==> src/rtl/uart_pkg.sv <==
// Shared types and helpers for the queued UART.
// Holds FSM state encodings, frame bounds and the parity rule.
package uart_pkg;

  localparam int MIN_DATA_BITS = 5;
  localparam int MAX_DATA_BITS = 9;
  localparam int IDX_W = $clog2(MAX_DATA_BITS);

  typedef enum logic [2:0] {
    TX_IDLE,
    TX_START,
    TX_DATA,
    TX_PARITY,
    TX_STOP1,
    TX_STOP2
  } tx_state_e;

  typedef enum logic [2:0] {
    RX_IDLE,
    RX_START,
    RX_DATA,
    RX_PARITY,
    RX_STOP
  } rx_state_e;

  // Data is zero-padded to the widest frame, so padding never flips parity.
  function automatic logic parity_bit(
    input logic [MAX_DATA_BITS-1:0] d,
    input logic                     odd
  );
    return (^d) ^ odd;
  endfunction

endpackage

==> src/rtl/uart_sync_fifo.sv <==
// Single-clock FIFO with registered pointers and occupancy count.
// A push into a full FIFO is accepted only when a pop happens on the same clock.
module uart_sync_fifo #(
  parameter int WIDTH = 8,
  parameter int DEPTH = 4
) (
  input  logic             clk,
  input  logic             resetn,
  input  logic             push,
  input  logic             pop,
  input  logic [WIDTH-1:0] din,
  output logic             full,
  output logic             empty,
  output logic [WIDTH-1:0] head
);

  localparam int AW = $clog2(DEPTH);
  localparam logic [AW:0] FULL_CNT = (AW+1)'(DEPTH);
  localparam logic [AW:0] CNT_ONE = (AW+1)'(1);
  localparam logic [AW-1:0] PTR_ONE = AW'(1);

  logic [WIDTH-1:0] mem_q [DEPTH];
  logic [AW-1:0]    wr_q, wr_d;
  logic [AW-1:0]    rd_q, rd_d;
  logic [AW:0]      cnt_q, cnt_d;
  logic             do_push;
  logic             do_pop;

  assign full    = (cnt_q == FULL_CNT);
  assign empty   = (cnt_q == '0);
  assign head    = mem_q[rd_q];
  assign do_pop  = pop && !empty;
  assign do_push = push && (!full || do_pop);

  always_comb begin
    wr_d  = do_push ? wr_q + PTR_ONE : wr_q;
    rd_d  = do_pop ? rd_q + PTR_ONE : rd_q;
    cnt_d = cnt_q;
    unique case ({do_push, do_pop})
      2'b10:   cnt_d = cnt_q + CNT_ONE;
      2'b01:   cnt_d = cnt_q - CNT_ONE;
      default: cnt_d = cnt_q;
    endcase
  end

  always_ff @(posedge clk) begin
    if (!resetn) begin
      wr_q  <= '0;
      rd_q  <= '0;
      cnt_q <= '0;
    end else begin
      wr_q  <= wr_d;
      rd_q  <= rd_d;
      cnt_q <= cnt_d;
    end
  end

  always_ff @(posedge clk) begin
    if (do_push) mem_q[wr_q] <= din;
  end

endmodule

==> src/rtl/uart_fifo.sv <==
// Queued UART: TX/RX FIFOs, runtime parity and stop mode, per-byte errors.
// Serial timing is divider+1 clocks per bit; RX samples near mid-bit.
module uart_fifo
  import uart_pkg::*;
#(
  parameter int DIV_WIDTH  = 16,
  parameter int DATA_BITS  = 8,
  parameter int FIFO_DEPTH = 4
) (
  input  logic                 clk,
  input  logic                 resetn,
  output logic                 ser_tx,
  input  logic                 ser_rx,
  input  logic [DIV_WIDTH-1:0] divider,
  input  logic                 enable,
  input  logic                 parity_en,
  input  logic                 parity_odd,
  input  logic                 two_stop,
  input  logic [DATA_BITS-1:0] tx_data,
  input  logic                 tx_write,
  output logic                 tx_full,
  output logic                 tx_busy,
  input  logic                 rx_read,
  output logic [DATA_BITS-1:0] rx_data,
  output logic                 rx_valid,
  output logic                 rx_parity_err,
  output logic                 rx_frame_err,
  output logic                 rx_overrun,
  input  logic                 clear_err
);

  localparam logic [DIV_WIDTH-1:0] CNT_ONE = DIV_WIDTH'(1);
  localparam logic [IDX_W-1:0] LAST_IDX = IDX_W'(DATA_BITS - 1);
  localparam logic [IDX_W-1:0] IDX_ONE = IDX_W'(1);

  logic                 tx_push, tx_pop, tx_empty;
  logic [DATA_BITS-1:0] tx_head;
  logic                 rx_push, rx_full, rx_empty;
  logic [DATA_BITS+1:0] rx_din, rx_head;

  uart_sync_fifo #(
    .WIDTH(DATA_BITS),
    .DEPTH(FIFO_DEPTH)
  ) u_tx_fifo (
    .clk   (clk),
    .resetn(resetn),
    .push  (tx_push),
    .pop   (tx_pop),
    .din   (tx_data),
    .full  (tx_full),
    .empty (tx_empty),
    .head  (tx_head)
  );

  uart_sync_fifo #(
    .WIDTH(DATA_BITS + 2),
    .DEPTH(FIFO_DEPTH)
  ) u_rx_fifo (
    .clk   (clk),
    .resetn(resetn),
    .push  (rx_push),
    .pop   (rx_read),
    .din   (rx_din),
    .full  (rx_full),
    .empty (rx_empty),
    .head  (rx_head)
  );

  assign tx_push = tx_write && !tx_full;

  tx_state_e                tx_state_q, tx_state_d;
  logic [DIV_WIDTH-1:0]     tx_cnt_q, tx_cnt_d;
  logic [IDX_W-1:0]         tx_idx_q, tx_idx_d;
  logic [DATA_BITS-1:0]     tx_shift_q, tx_shift_d;
  logic                     tx_par_q, tx_par_d;
  logic                     tx_pen_q, tx_pen_d;
  logic                     tx_two_q, tx_two_d;
  logic                     tx_tick, tx_try;
  logic [MAX_DATA_BITS-1:0] tx_pad;

  assign tx_tick = (tx_cnt_q == divider);
  assign tx_busy = !tx_empty || (tx_state_q != TX_IDLE);

  always_comb begin
    tx_pad = '0;
    tx_pad[DATA_BITS-1:0] = tx_head;
  end

  always_comb begin
    tx_state_d = tx_state_q;
    tx_cnt_d   = tx_cnt_q + CNT_ONE;
    tx_idx_d   = tx_idx_q;
    tx_shift_d = tx_shift_q;
    tx_par_d   = tx_par_q;
    tx_pen_d   = tx_pen_q;
    tx_two_d   = tx_two_q;
    tx_pop     = 1'b0;
    tx_try     = 1'b0;
    if (tx_state_q == TX_IDLE || tx_tick) tx_cnt_d = '0;
    unique case (tx_state_q)
      TX_IDLE: tx_try = 1'b1;
      TX_START: begin
        if (tx_tick) begin
          tx_state_d = TX_DATA;
          tx_idx_d   = '0;
        end
      end
      TX_DATA: begin
        if (tx_tick) begin
          tx_shift_d = tx_shift_q >> 1;
          tx_idx_d   = tx_idx_q + IDX_ONE;
          if (tx_idx_q == LAST_IDX)
            tx_state_d = tx_pen_q ? TX_PARITY : TX_STOP1;
        end
      end
      TX_PARITY: if (tx_tick) tx_state_d = TX_STOP1;
      TX_STOP1: begin
        if (tx_tick) begin
          tx_state_d = tx_two_q ? TX_STOP2 : TX_IDLE;
          tx_try     = !tx_two_q;
        end
      end
      TX_STOP2: begin
        if (tx_tick) begin
          tx_state_d = TX_IDLE;
          tx_try     = 1'b1;
        end
      end
      default: tx_state_d = TX_IDLE;
    endcase
    // Chaining straight from the last stop bit keeps frames gapless.
    if (tx_try && enable && !tx_empty) begin
      tx_pop     = 1'b1;
      tx_state_d = TX_START;
      tx_cnt_d   = '0;
      tx_shift_d = tx_head;
      tx_par_d   = parity_bit(tx_pad, parity_odd);
      tx_pen_d   = parity_en;
      tx_two_d   = two_stop;
    end
  end

  always_comb begin
    unique case (tx_state_q)
      TX_START:  ser_tx = 1'b0;
      TX_DATA:   ser_tx = tx_shift_q[0];
      TX_PARITY: ser_tx = tx_par_q;
      default:   ser_tx = 1'b1;
    endcase
  end

  always_ff @(posedge clk) begin
    if (!resetn) begin
      tx_state_q <= TX_IDLE;
      tx_cnt_q   <= '0;
      tx_idx_q   <= '0;
      tx_shift_q <= '0;
      tx_par_q   <= 1'b0;
      tx_pen_q   <= 1'b0;
      tx_two_q   <= 1'b0;
    end else begin
      tx_state_q <= tx_state_d;
      tx_cnt_q   <= tx_cnt_d;
      tx_idx_q   <= tx_idx_d;
      tx_shift_q <= tx_shift_d;
      tx_par_q   <= tx_par_d;
      tx_pen_q   <= tx_pen_d;
      tx_two_q   <= tx_two_d;
    end
  end

  logic                     rx_s1_q, rx_s1_d;
  logic                     rx_s2_q, rx_s2_d;
  logic                     rx_in;
  rx_state_e                rx_state_q, rx_state_d;
  logic [DIV_WIDTH-1:0]     rx_cnt_q, rx_cnt_d;
  logic [IDX_W-1:0]         rx_idx_q, rx_idx_d;
  logic [DATA_BITS-1:0]     rx_shift_q, rx_shift_d;
  logic                     rx_perr_q, rx_perr_d;
  logic                     rx_pen_q, rx_pen_d;
  logic                     rx_odd_q, rx_odd_d;
  logic                     rx_ovr_q, rx_ovr_d;
  logic [DIV_WIDTH-1:0]     rx_half_m1;
  logic                     rx_tick;
  logic [MAX_DATA_BITS-1:0] rx_pad;

  assign rx_s1_d = ser_rx;
  assign rx_s2_d = rx_s1_q;
  assign rx_in   = rx_s2_q;

  // floor((divider+1)/2) - 1, written without a wider intermediate
  assign rx_half_m1 = (divider >> 1) + DIV_WIDTH'(divider[0]) - CNT_ONE;
  assign rx_tick = (rx_state_q == RX_START) ? (rx_cnt_q == rx_half_m1)
                                            : (rx_cnt_q == divider);

  always_comb begin
    rx_pad = '0;
    rx_pad[DATA_BITS-1:0] = rx_shift_q;
  end

  assign rx_din = {rx_perr_q, !rx_in, rx_shift_q};

  always_comb begin
    rx_state_d = rx_state_q;
    rx_cnt_d   = rx_tick ? '0 : rx_cnt_q + CNT_ONE;
    rx_idx_d   = rx_idx_q;
    rx_shift_d = rx_shift_q;
    rx_perr_d  = rx_perr_q;
    rx_pen_d   = rx_pen_q;
    rx_odd_d   = rx_odd_q;
    rx_push    = 1'b0;
    unique case (rx_state_q)
      RX_IDLE: begin
        rx_cnt_d = '0;
        if (enable && !rx_in) begin
          rx_state_d = RX_START;
          rx_perr_d  = 1'b0;
          rx_pen_d   = parity_en;
          rx_odd_d   = parity_odd;
        end
      end
      RX_START: begin
        if (rx_tick) begin
          rx_state_d = rx_in ? RX_IDLE : RX_DATA;
          rx_idx_d   = '0;
        end
      end
      RX_DATA: begin
        if (rx_tick) begin
          rx_shift_d = {rx_in, rx_shift_q[DATA_BITS-1:1]};
          rx_idx_d   = rx_idx_q + IDX_ONE;
          if (rx_idx_q == LAST_IDX)
            rx_state_d = rx_pen_q ? RX_PARITY : RX_STOP;
        end
      end
      RX_PARITY: begin
        if (rx_tick) begin
          rx_perr_d  = rx_in != parity_bit(rx_pad, rx_odd_q);
          rx_state_d = RX_STOP;
        end
      end
      RX_STOP: begin
        if (rx_tick) begin
          rx_push    = 1'b1;
          rx_state_d = RX_IDLE;
        end
      end
      default: rx_state_d = RX_IDLE;
    endcase
    if (!enable && rx_state_q != RX_IDLE) begin
      rx_state_d = RX_IDLE;
      rx_push    = 1'b0;
    end
  end

  // A same-cycle read makes room, so only an unrelieved full push overruns.
  always_comb begin
    rx_ovr_d = rx_ovr_q;
    if (clear_err) rx_ovr_d = 1'b0;
    if (rx_push && rx_full && !rx_read) rx_ovr_d = 1'b1;
  end

  always_ff @(posedge clk) begin
    if (!resetn) begin
      rx_s1_q    <= 1'b1;
      rx_s2_q    <= 1'b1;
      rx_state_q <= RX_IDLE;
      rx_cnt_q   <= '0;
      rx_idx_q   <= '0;
      rx_shift_q <= '0;
      rx_perr_q  <= 1'b0;
      rx_pen_q   <= 1'b0;
      rx_odd_q   <= 1'b0;
      rx_ovr_q   <= 1'b0;
    end else begin
      rx_s1_q    <= rx_s1_d;
      rx_s2_q    <= rx_s2_d;
      rx_state_q <= rx_state_d;
      rx_cnt_q   <= rx_cnt_d;
      rx_idx_q   <= rx_idx_d;
      rx_shift_q <= rx_shift_d;
      rx_perr_q  <= rx_perr_d;
      rx_pen_q   <= rx_pen_d;
      rx_odd_q   <= rx_odd_d;
      rx_ovr_q   <= rx_ovr_d;
    end
  end

  assign rx_valid      = !rx_empty;
  assign rx_data       = rx_empty ? '1 : rx_head[DATA_BITS-1:0];
  assign rx_frame_err  = !rx_empty && rx_head[DATA_BITS];
  assign rx_parity_err = !rx_empty && rx_head[DATA_BITS+1];
  assign rx_overrun    = rx_ovr_q;

endmodule
==> config.mk <==
export PLATFORM = sky130hd
export DESIGN_NAME = uart_fifo
export DESIGN_NICKNAME = d
export VERILOG_FILES = /design/src/rtl/uart_pkg.sv /design/src/rtl/uart_sync_fifo.sv /design/src/rtl/uart_fifo.sv
export SDC_FILE = /design/constraint.sdc
export NUM_CORES = 1
export LEC_CHECK = 0
export CORE_UTILIZATION = 60
export CTS_BUF_LIST = sky130_fd_sc_hd__clkbuf_16
export DETAILED_ROUTE_END_ITERATION = 16
export GPL_TIMING_DRIVEN = 0
export HOLD_SLACK_MARGIN = 0.05
export PLACE_DENSITY = 0.8
export SETUP_SLACK_MARGIN = 0.1
export SKIP_CTS_REPAIR_TIMING = 1
export SYNTH_ARGS = -nofsm -noshare
export SYNTH_HDL_FRONTEND = slang
export SYNTH_HIERARCHICAL = 1
export SYNTH_SLANG_ARGS = --single-unit
==> constraint.sdc <==
create_clock -name clk -period 4.6 [get_ports clk]
set_input_delay 0.46 -clock clk [delete_from_list [all_inputs] [get_ports clk]]
set_output_delay 0.46 -clock clk [all_outputs]
set_load 0.1 [all_outputs]
==> results of run 1 <==
==> state kept, by name, indices dropped and copies added, names as in the netlist, 4 cells and up, named ones only <==
name	count
u_rx_fifo/mem_q	40
tx_idx_q	4
rx_cnt_q	16
tx_cnt_q	16
rx_idx_q	4
rx_shift_q	8
tx_shift_q	8
u_tx_fifo/mem_q	32
==> cell usage after synthesis (12+ instances only) <==
master / n / area share [%]
a21oi_1: 22 / 1.3
and2_1: 20 / 1.5
clkbuf_1: 29 / 1.3
dfxtp_1: 89 / 22
edfxtp_1: 72 / 26
ha_1: 15 / 2.3
inv_1: 28 / 1.3
mux2i_1: 22 / 2.7
mux4_2: 18 / 5.0
nand2_1: 56 / 2.6
nand3_1: 27 / 1.7
nor2_1: 58 / 2.7
nor2b_1: 15 / 1.1
nor3_1: 16 / 0.98
o21ai_0: 33 / 2.0
or2_2: 12 / 0.92
xnor2_1: 41 / 4.4
xor2_1: 41 / 4.4
==> final timing paths <==
check	slack, ns	to	from	depth (start not counted)
max	0.25	u_rx_fifo/cnt_q[1]$_SDFFE_PN0P_	divider[0]	17
min	0.43	rx_in$_SDFF_PN1_	rx_s1_q$_SDFF_PN1_	1
max reg2reg	0.47	u_rx_fifo/cnt_q[1]$_SDFFE_PN0P_	rx_state_q[0]$_SDFFE_PP0P_	16
min reg2reg	0.43	rx_in$_SDFF_PN1_	rx_s1_q$_SDFF_PN1_	1
==> per-layer routing <==
metal / vias to the layer above / track usage (%)
met5: - / 0
met4: 0 / 9.34
met3: 24 / 6.52
met2: 223 / 45.0
met1: 2993 / 33.8
li1: 2935 / -
==> stage by stage <==
step	worst slack [ns]	hold slack (ns)
2_1_floorplan	0.686	0.386
3_3_place_gp	-0.770	0.391
3_5_place_dp	-0.844	0.415
4_1_cts	-0.438	0.431
5_1_grt	0.0761	0.465
6_report	0.252	0.426
==> power by group <==
group / total [mW] / switching [mW] / internal, mW / leakage, nW
Clock: 1.34 / 0.586 / 0.752 / 0.282
Sequential: 1.62 / 0.0497 / 1.57 / 1.42
Combinational: 0.690 / 0.422 / 0.268 / 1.58
==> critical path, delay by kind of cell <==
family / cells / cell delay [ns]
simple gates: 8 / 2.12
buf+inv: 3 / 0.79
compound gates: 4 / 0.69
fa+ha+maj: 2 / 0.66
==> logic make-up after synthesis <==
logic type,share of synthesized area (%)
AOI/OAI and AO/OA,9.47
buffers and inverters,3.77
and+or+nand+nor,19.3
xor gates and xnor gates,8.79
DFF,48.3
muxes,7.66
adders and majority gates,2.79
==> final cells by class <==
cell class | count | area share (%)
clock inverter | 15 | 1.42
inverter | 30 | 1.19
clock buffer | 17 | 4.48
sequential | 161 | 41.6
multi-input combinational | 544 | 42.1
timing repair buffer | 47 | 4.83
tap | 176 | 2.32
buffer | 43 | 2.08
==> impl_results.md, run 1 <==
* Drt drc at 0
* TNS Setup at 0 ns
* Synthesized net count at 829
* Final min period at 4.35 ns
* Fillers at 983
* F_max at 230 MHz
* Leakage at 3.27 nW
* CTS clk-pin slew, worst paths at 0.06 ns
* Final core utilization at 71.6%
* Routed wire length at 18.2 mm
* Library cells used by synthesis at 72
* First-pass iteration count of the detailed router at 5
* Root Buffer: clkbuf_16
* Synth warn at 6
* Clock Tree Buf Depth at 2
* Vias in the first global route at 5964
* CP max stage cell: or4_1
* I/O Pins at 49
* Cells after Synth at 778
* CP Cell Sequence: clkdlybuf4s50_1, inv_1, ha_2, or3b_4, or3_4, and3_1, o22a_1, or4_1, nor3_4, nand2_2, nor2_1, buf_2, nand2b_1, fa_1, a211oi_1, o21ai_0, a21oi_1
* Crit path capture type: register
* Overflow after GRT at 0
* #FFs+latches synth at 161
* Metal-1 WL at 7.68 mm
* Non-Filler Instances at 1033
* Placer Congestion at 0.905
* Max Slew Vio Count at 0
* Status: finished clean
* First-pass GRT wire length at 29.2 mm
* Required @ worst endpoint at 4.95 ns
* Initial antenna violation count at 0
* Largest stage delay on the critical path at 0.49 ns
* Power, Total at 3.65 mW
* Pwr dens at 385 nW/um2
* Antenna-violating nets left at 0
* Placed cells at 996
* Async SR Flop Fraction at 0%
* Die Ht at 119 um
* Via count at 6175
* Final Skew at 0.00650 ns
* Synth Flop Type: dfxtp_1
* Sequential Area at 3940 um2
* Worst-Skew Late Latency at 0.42 ns
* DRT iter0 DRCs at 545
* Final setup violation count at 0
* Worst setup path class: input pin to register
* Multi-input logic area at 4000 um2
* Most frequent cells in the layout: 89 x dfxtp_1, 72 x edfxtp_1, 58 x nor2_1
* Syn-to-layout area delta at 16.1%
* Area of placed instances at 8810 um2
* Avg Cell Area, Syn at 10.5 um2
* CTS Sinks at 161
* Fin nets at 895
* CP Launch Type: input pin
* Hold Vio Cnt, Final at 0
* Leading cell type in the layout, fill and taps excluded: dfxtp_1
* Port buffer count at 42
* Die width at 119 um
* Cts bufs inserted at 17
* Worst rel slew slack at 33.1%
* Hpwl dp at 12.7 mm
* Crit path arrival time at 4.70 ns
* Maxcap violations at 0
* Setup repair after global routing missed its margin: no
* Clock H-tree levels at 4
* Routed WL per cell at 17.6 um
* FP Rows at 42
* WL met3 at 1.28 mm
* Hold Crit Class: register to register
* Core area at 13200 um2
* VDD IR-drop max at 0.000541 V
* Via/cell ratio at 5.98
* Mapped cell area at 8170 um2
* Antenna cells at 0
* TritonCTS clock tree: done
* Post-synth EDFFs at 72
* Tcrit/Tclk final at 94.5%
* Met2 wire length at 8.94 mm
* Fraction of layout cells with a size suffix above 1 at 12.5%
* All-Layer GR Usage at 26.9%
* Slew @ Worst Pin at 1.00 ns
* DR top layer: met4
* Register area share after synthesis at 48.3%
* Largest net degree at the start of global routing at 17
* Die area at 14100 um2
* Crit-path max FO at 8
* Final instance area at 9490 um2
* Initial core utilization at 61.7%
(Power assumes the default switching activity.)
==> run 2: changes to the inputs <==
--- a/config.mk
+++ b/config.mk
@@ -7,6 +7,7 @@
 export LEC_CHECK = 0
 export CORE_UTILIZATION = 60
 export CTS_BUF_LIST = sky130_fd_sc_hd__clkbuf_16
+export CTS_CLUSTER_DIAMETER = 30
 export DETAILED_ROUTE_END_ITERATION = 16
 export GPL_TIMING_DRIVEN = 0
 export HOLD_SLACK_MARGIN = 0.05
==> constraint.sdc (replaced) <==
create_clock -name clk -period 4.2 [get_ports clk]
set_input_delay 0.42 -clock clk [delete_from_list [all_inputs] [get_ports clk]]
set_output_delay 0.42 -clock clk [all_outputs]
set_load 0.1 [all_outputs]
==> run 2 against run 1 <==
Effect of this change:
- clock power is 9.7% higher
- first-iteration DRC count is 2.4% higher
- final cell count rose by 0.48%
- clock-buffer cell count unchanged
- die area stayed put
- critical path depth is 2 lower
==> impl_results.md, run 2 (synthesized netlist as in run 1, its figures left out) <==
* Status: finished clean
* Drt drc at 0
* Setup repair after global routing missed its margin: no
* First-pass iteration count of the detailed router at 8
* Clock Tree Buf Depth at 2
* Overflow after GRT at 0
* TNS Setup at 0 ns
* Sw Ratio at 29.0%
* Register-to-Register Path Depth at 17
* Via/cell ratio at 6.02
* Die Ht at 119 um
* Crit path arrival time at 4.33 ns
* Initial core utilization at 61.7%
* Crit-path max FO at 8
* Core area at 13200 um2
* Clock network power share at 36.6%
* Largest stage delay on the critical path at 0.63 ns
* Root Buffer: clkbuf_16
* Antenna-violating nets left at 0
* Most numerous cell on the critical path: a21oi_1
* Worst setup path class: input pin to register
* Crit path capture type: register
* CP max stage cell: clkdlybuf4s50_1
* DRT iter0 DRCs at 558
* Maxcap violations at 0
* Internal power at 2.85 mW
* Leakage at 3.34 nW
* Worst rel slew slack at 32.5%
* Reg power frac at 44.3%
* First-pass GRT wire length at 29.2 mm
* Critical Path End: u_rx_fifo/cnt_q[1]$_SDFFE_PN0P_
* Hpwl dp at 12.7 mm
* Final min period at 3.98 ns
* Syn-to-layout area delta at 17.4%
* Switching Power at 1.17 mW
* Leading cell type in the layout, fill and taps excluded: dfxtp_1
* F_max at 252 MHz
* Antenna cells at 0
* Fin nets at 900
* Max FFs per register at 40
* Placer Congestion at 0.905
* Port buffer count at 42
* Max Slew Vio Count at 0
* Tcrit/Tclk final at 94.7%
* Worst-Skew Late Latency at 0.42 ns
* Top Registers: u_rx_fifo/mem_q: 40 flops, u_tx_fifo/mem_q: 32 flops
* Final Skew at 0.00726 ns
* I/O Pins at 49
* Fraction of layout cells with a size suffix above 1 at 14.3%
* CP Launch Type: input pin
* Top reg by flops: u_rx_fifo/mem_q
* Cts bufs inserted at 17
* Final setup violation count at 0
* All-Layer GR Usage at 26.9%
* R2R Path End: u_rx_fifo/cnt_q[1]$_SDFFE_PN0P_
* R2r setup slk at 0.37 ns
* CP Cell Sequence: clkdlybuf4s50_1, or4_1, o41ai_1, a21oi_1, nor3_1, a31oi_2, nor3_4, nand2_2, nor2_1, buf_4, nand2b_4, fa_1, a211oi_2, o21ai_0, a21oi_1
* Vias in the first global route at 5964
* Comb pwr share at 19.1%
* CTS Sinks at 161
* Pwr dens at 418 nW/um2
* Power, Total at 4.01 mW
* Largest net degree at the start of global routing at 17
* Die width at 119 um
* VDD IR-drop max at 0.000593 V
* Worst setup path startpoint: divider[9]
* Clock H-tree levels at 4
* Slew @ Worst Pin at 1.01 ns
* Routed wire length at 18.4 mm
* Hold Vio Cnt, Final at 0
* TritonCTS clock tree: done
* CTS clk-pin slew, worst paths at 0.06 ns
* Initial antenna violation count at 0
* Via count at 6252
* Required @ worst endpoint at 4.55 ns
* R2R Path Start: rx_state_q[2]$_SDFFE_PP0P_
* Hold Crit Class: register to register
* Die area at 14100 um2
* FP Rows at 42
* Most frequent cells in the layout: 89 x dfxtp_1, 72 x edfxtp_1, 58 x nor2_1
* Routed WL per cell at 17.7 um
[run 2: power groups by stage]
stage	Sequential [mW]	Combinational, mW	Clock, mW
after floorplan	1.80	0.564	0
after global placement	1.80	0.718	0
after detailed placement	1.81	0.742	0
after CTS	1.78	0.750	1.49
after global routing	1.79	0.835	1.55
final	1.78	0.766	1.47
[run 2: critical path, delay by kind of cell]
kind | cells | cell delay, ns
adder cells (fa/ha/maj) | 1 | 0.42
AND/OR/NAND/NOR | 6 | 1.45
buffers and inverters | 2 | 0.78
AO/OA/AOI/OAI | 6 | 1.27
[run 2: area by class of cell]
cell class | instances | area [um2]
Multi-Input combinational cell | 544 | 4050
Sequential cell | 161 | 3940
Fill cell | 958 | 3650
Timing Repair Buffer | 52 | 503
Clock buffer | 17 | 425
Tap cell | 176 | 220
Buffer | 43 | 209
Clock inverter | 15 | 135
Inverter | 30 | 113
[run 2: stage by stage]
stage          setup slack (ns)  instances  cell area [um2]  hold WS, ns  util [%]
6_report                  0.225       1038             9590        0.427      72.4
5_1_grt                  0.0907       1038             9590        0.465      72.4
4_1_cts                  -0.798       1028             9370        0.431      70.8
3_5_place_dp              -1.20        996             8810        0.415      66.5
3_3_place_gp              -1.13        996             8810        0.391      66.5
2_1_floorplan             0.326        778             8170        0.386         -
[run 2: layer usage]
metal	wire length [um]	vias to the layer above	track usage, %
met1	7830	3053	33.8
li1	-	2938	-
met2	8970	240	45.0
met4	299	0	9.34
met5	0	-	0
met3	1280	21	6.52
[run 2: how the worst min path moves through the flow]
stage	cells past startpoint	end	from
after floorplan	1	rx_in$_SDFF_PN1_	rx_s1_q$_SDFF_PN1_
after global placement	1	rx_in$_SDFF_PN1_	rx_s1_q$_SDFF_PN1_
after detailed placement	1	rx_in$_SDFF_PN1_	rx_s1_q$_SDFF_PN1_
after CTS	1	rx_in$_SDFF_PN1_	rx_s1_q$_SDFF_PN1_
after global routing	1	rx_in$_SDFF_PN1_	rx_s1_q$_SDFF_PN1_
final	1	rx_in$_SDFF_PN1_	rx_s1_q$_SDFF_PN1_
